### src/rtl/cut_sequencer.sv
// Slicer job sequencer: alternates feed and cut stepper requests per slice,
// with per-phase watchdog, abort and fault handling.
module cut_sequencer #(
    parameter logic [31:0] TIMEOUT_CYC = 32'd100_000_000,
    parameter int unsigned CNT_W       = 5
) (
    input  logic             clk,
    input  logic             rst,
    input  logic             start_i,
    input  logic             abort_i,
    input  logic [CNT_W-1:0] num_cuts_i,
    output logic             feed_o,
    input  logic             feed_end_i,
    output logic             cut_o,
    input  logic             cut_end_i,
    output logic             busy_o,
    output logic             done_o,
    output logic             err_o,
    output logic [CNT_W-1:0] cuts_left_o
);

    typedef enum logic [2:0] {
        S_IDLE,
        S_FEED,
        S_CUT,
        S_DONE,
        S_FAULT
    } state_t;

    localparam logic [31:0] TMO_LAST = TIMEOUT_CYC - 32'd1;

    state_t           state_q, state_d;
    logic [31:0]      timer_q, timer_d;
    logic [CNT_W-1:0] cuts_q, cuts_d;
    logic             start_prev_q, feed_end_prev_q, cut_end_prev_q;
    logic             feed_q, feed_d;
    logic             cut_q, cut_d;
    logic             busy_q, busy_d;
    logic             done_q, done_d;
    logic             err_q, err_d;
    logic             start_edge, feed_edge, cut_edge, expired;

    always_comb begin
        start_edge = start_i & ~start_prev_q;
        feed_edge  = feed_end_i & ~feed_end_prev_q;
        cut_edge   = cut_end_i & ~cut_end_prev_q;
        expired    = (timer_q == TMO_LAST);
        state_d    = state_q;
        cuts_d     = cuts_q;

        unique case (state_q)
            S_IDLE: begin
                if (start_edge && !abort_i) begin
                    if (num_cuts_i != '0) begin
                        state_d = S_FEED;
                        cuts_d  = num_cuts_i;
                    end else begin
                        state_d = S_DONE;
                    end
                end
            end
            S_FEED: begin
                if (abort_i) begin
                    state_d = S_IDLE;
                    cuts_d  = '0;
                end else if (feed_edge) begin
                    state_d = S_CUT;
                end else if (expired) begin
                    state_d = S_FAULT;
                end
            end
            S_CUT: begin
                if (abort_i) begin
                    state_d = S_IDLE;
                    cuts_d  = '0;
                end else if (cut_edge) begin
                    cuts_d  = cuts_q - CNT_W'(1);
                    state_d = (cuts_q == CNT_W'(1)) ? S_DONE : S_FEED;
                end else if (expired) begin
                    state_d = S_FAULT;
                end
            end
            S_DONE: begin
                state_d = S_IDLE;
                cuts_d  = '0;
            end
            S_FAULT: begin
                if (abort_i) begin
                    state_d = S_IDLE;
                    cuts_d  = '0;
                end
            end
            default: begin
                state_d = S_IDLE;
                cuts_d  = '0;
            end
        endcase

        // Timer restarts on any transition, including CUT back into FEED.
        if (state_d != state_q) begin
            timer_d = '0;
        end else if (state_q == S_FEED || state_q == S_CUT) begin
            timer_d = timer_q + 32'd1;
        end else begin
            timer_d = '0;
        end

        feed_d = (state_d == S_FEED);
        cut_d  = (state_d == S_CUT);
        busy_d = (state_d == S_FEED) || (state_d == S_CUT);
        done_d = (state_d == S_DONE);
        err_d  = (state_d == S_FAULT);
    end

    always_ff @(posedge clk) begin
        if (rst) begin
            state_q         <= S_IDLE;
            timer_q         <= '0;
            cuts_q          <= '0;
            start_prev_q    <= 1'b0;
            feed_end_prev_q <= 1'b0;
            cut_end_prev_q  <= 1'b0;
            feed_q          <= 1'b0;
            cut_q           <= 1'b0;
            busy_q          <= 1'b0;
            done_q          <= 1'b0;
            err_q           <= 1'b0;
        end else begin
            state_q         <= state_d;
            timer_q         <= timer_d;
            cuts_q          <= cuts_d;
            start_prev_q    <= start_i;
            feed_end_prev_q <= feed_end_i;
            cut_end_prev_q  <= cut_end_i;
            feed_q          <= feed_d;
            cut_q           <= cut_d;
            busy_q          <= busy_d;
            done_q          <= done_d;
            err_q           <= err_d;
        end
    end

    assign feed_o      = feed_q;
    assign cut_o       = cut_q;
    assign busy_o      = busy_q;
    assign done_o      = done_q;
    assign err_o       = err_q;
    assign cuts_left_o = cuts_q;

endmodule

### config.mk
export PLATFORM = sky130hd
export DESIGN_NAME = cut_sequencer
export DESIGN_NICKNAME = d
export VERILOG_FILES = /design/src/rtl/cut_sequencer.sv
export SDC_FILE = /design/constraint.sdc
export NUM_CORES = 1
export LEC_CHECK = 0
export BUFFER_PORTS_ARGS = -buffer_cell sky130_fd_sc_hd__clkbuf_2
export CAP_MARGIN = 10
export CELL_PAD_IN_SITES_DETAIL_PLACEMENT = 0
export CELL_PAD_IN_SITES_GLOBAL_PLACEMENT = 1
export CORE_ASPECT_RATIO = 0.5
export CORE_MARGIN = 3
export CORE_UTILIZATION = 45
export CTS_BUF_LIST = sky130_fd_sc_hd__clkbuf_8
export DETAILED_ROUTE_END_ITERATION = 6
export GPL_TIMING_DRIVEN = 0
export PLACE_DENSITY_LB_ADDON = 0.1
export SYNTH_ARGS = -nofsm -noshare
export SYNTH_HDL_FRONTEND = slang
export SYNTH_SLANG_ARGS = --single-unit
### constraint.sdc
create_clock -name clk -period 2.55 [get_ports clk]
set_input_delay 0 -clock clk [delete_from_list [all_inputs] [get_ports clk]]
set_output_delay 0 -clock clk [all_outputs]
set_load 0.02 [all_outputs]
==> results by group <==
STA
  – Final Max Slew Viols: 0
  – Max Freq: 492.3 MHz
  – Crit share post-route: 0.7966
  – Max-slew headroom: 0.6681
  – Total Neg Setup Slack: 0 ns
  – Clk_skew: 0.006037 ns
  – Fin crit period: 2.031 ns
  – Final Hold Vio Count: 0
  – Worst Tran Pin Value: 0.4978 ns
  – RSZ-0062 raised after global routing: no
  – Final setup fails: 0

Power
  – Pwr/cell area: 553.4 mW/mm^2
  – Pint: 1.157 mW
  – VDD IR max: 244.4 uV
  – P_leak: a little under 1 nW
  – Switch Pwr: 0.3149 mW
  – Net Sw Frac: 0.2139
  – Sequential power share: 0.524
  – Comb pwr share: 0.076
  – Clock network fraction of total power: 0.400

Detailed routing
  – Post-route ant nets: 0
  – Top layer in use: met4
  – DRT Pass-1 Iters: 4
  – Metal-1 WL: 2304 microns
  – Routed length on met3: 146 microns
  – WL/cell: ~12 microns
  – Via density: 4.962
  – Drt first-iter violations: 50
  – Drc violations: 0
  – Detailed Route WL: roughly 4400 microns
  – Vias: 1,816
  – DR WL met2: ~1900 microns

Layout
  – Area delta synth->final: 15.11%
  – Most common cell after layout, fill and taps aside: nor2_1
  – Most frequent cells in the layout: nor2_1, dfxtp_1, xor2_1
  – Fin nets: 313
  – Diodes inserted: 0
  – Fin cells: approximately 370
  – Layout cells sized above 1: 0.1633

Clock network
  – CTS tree: yes
  – Clock Root Buffer: clkbuf_8
  – Postcts setup bufs: 0
  – Clock transition at the registers of the reported paths: ~0.090 ns
  – Worst skew pair latency: 0.30 ns
  – Hold_buf cts: 4
  – Clock sinks: 48
  – Cts repair resizes: 0
  – Total CTS buffers: 5
  – H-tree depth: 2
  – Max Root-Sink Buffers: 2

Yosys
  – Syn Inst Count: approximately 270
  – Number of synthesized flops with an enable pin: 0
  – Synth warn: 0
  – Sequential cell area fraction in the yosys report: 0.4158
  – Post-Syn Area: between 0.002 and 0.0025 sq mm
  – Ys async rst share: 0
  – Synthesized flop and latch total: 48
  – Post-synth net total: around 280
  – Post-synthesis cell type count: 43
  – Primary FF master, synth: dfxtp_1
  – Mean post-synth cell area: ~8.6 sq um

Hold path
  – Hold crit path type: input pin to flip-flop

Critical path
  – CP Data Required Time: 2.75 ns
  – Crit-path max FO: 10
  – Crit path launch type: flip-flop
  – Most frequent CP cell: nand2_1
  – Crit path DAT: around 2.2 ns
  – Worst Setup End Kind: flip-flop
  – Crit-path cells: ha_1 -> nand2_1 -> or3_4 -> nor4_4 -> a21oi_1 -> nand2_1 -> buf_4 -> nor2_1
  – CP peak stage delay: about 0.40 ns
  – Critical path type: flip-flop to flip-flop
  – Slowest CP cell: dfxtp_1

Global route
  – Vias in the first global route: about 1,700
  – Overflow after GRT: 0
  – Largest net degree at the start of global routing: 15
  – Antenna violations before repair: 0
  – First-pass GRT wire length: roughly 7800 microns
  – GRT Util Overall: 0.1591

Die
  – Core area: between 0.004 and 0.005 sq mm
  – Die Area: 0.006084 sq mm
  – Die X: 107.3 microns
  – Initial core utilization: 0.4961
  – DIE HEIGHT: approximately 57 microns
  – I/O pin cnt: 21
  – Row Count: 17

Placed design
  – Placed Cells: ~350
  – Port bufs: 20
  – RePlAce Congestion: 0.8589
  – DP HPWL: 3255 microns

Outcome
  – Status: completed

Run
  – Max Cap Viol: 0
[per-layer routing]
| metal | global-route usage | vias to the layer above |
|---|---|---|
| li1 | - | 961 |
| met1 | 0.2120 | 825 |
| met2 | 0.2533 | 25 |
| met3 | 0.04592 | 5 |
| met4 | 0.04137 | 0 |
| met5 | 0 | - |
[cells in the mapped netlist (all sizes together), types with 3 or more instances]
cell type | n | area share
nor2 | 64 | 0.11
dfxtp | 48 | 0.42
xor2 | 21 | 0.080
nand2 | 20 | 0.032
xnor2 | 13 | 0.049
nand3 | 12 | 0.028
nor2b | 8 | 0.022
mux2i | 7 | 0.030
a21oi | 6 | 0.013
and3 | 6 | 0.016
and4 | 6 | 0.023
inv | 6 | 0.0097
nand4 | 6 | 0.016
buf | 5 | 0.014
nor4 | 4 | 0.017
or2 | 4 | 0.011
and2 | 3 | 0.0087
ha | 3 | 0.016
nor3 | 3 | 0.0065
nor4b | 3 | 0.011
[sequential cells by signal, summed over array words and instances, names as in the netlist]
register / cells
timer_q: 32
cuts_left_o: 5
state_q: 3
busy_o: 1
cut_end_prev_q: 1
cut_o: 1
done_o: 1
err_o: 1
feed_end_prev_q: 1
feed_o: 1
start_prev_q: 1
[power groups by stage]
stage / clock network, mW / logic, mW / registers [mW]
6_report: 0.589 / 0.112 / 0.771
5_1_grt: 0.645 / 0.126 / 0.773
4_1_cts: 0.616 / 0.113 / 0.771
3_5_place_dp: 0 / 0.107 / 0.789
3_3_place_gp: 0 / 0.105 / 0.789
2_1_floorplan: 0 / 0.0669 / 0.796
[cell type report]
class / instances / area, sq um
Clock inverter: 1 / 30.03
Timing Repair Buffer: 24 / 140.1
Multi-Input combinational cell: 207 / 1279
Buffer: 7 / 48.80
Tap cell: 66 / 82.58
Clock buffer: 7 / 96.34
Fill cell: 435 / 1998
Sequential cell: 48 / 960.9
Inverter: 6 / 22.52
[metrics by stage]
stage               power (mW)  area [sq um]    util  hold WS (ns)  worst slack, ns
global route             1.544          2660  0.5710        0.1486           0.3233
finish                   1.472          2660  0.5710        0.1148           0.5187
global placement        0.8942          2494  0.5353        0.2228           0.5014
detailed placement      0.8965          2494  0.5353        0.2286           0.5023
floorplan               0.8626          2311       -       0.07161           0.7643
CTS                      1.501          2660  0.5710        0.1130           0.4860
[final timing paths]
check             slack [ns]        endpoint  depth (start not counted)           from
hold reg to reg         0.49      timer_q[0]                          1     timer_q[0]
setup / recovery        0.52     timer_q[14]                          8     timer_q[0]
hold / removal          0.11  cuts_left_o[1]                          5  num_cuts_i[1]
setup reg to reg        0.52     timer_q[14]                          8     timer_q[0]
[worst max-delay path, delay by kind of cell, from the launching register on]
family,cells,cell delay [ns]
DFF,1,0.40
adders and majority gates,1,0.24
buffers and inverters,1,0.20
AOI/OAI and AO/OA,1,0.10
and+or+nand+nor,5,0.99
[cells by family (layout without fill, tap and decap cells)]
kind of cell | count (synthesis) | count (layout) | share of synthesized area
compound gates | 13 | 13 | 0.03790
buf+inv | 13 | 45 | 0.03085
mux | 7 | 7 | 0.03032
simple gates | 150 | 150 | 0.3400
xor+xnor | 34 | 34 | 0.1289
flops | 48 | 48 | 0.4158
fa+ha+maj | 3 | 3 | 0.01624
Power figures use the tool's default switching activity.
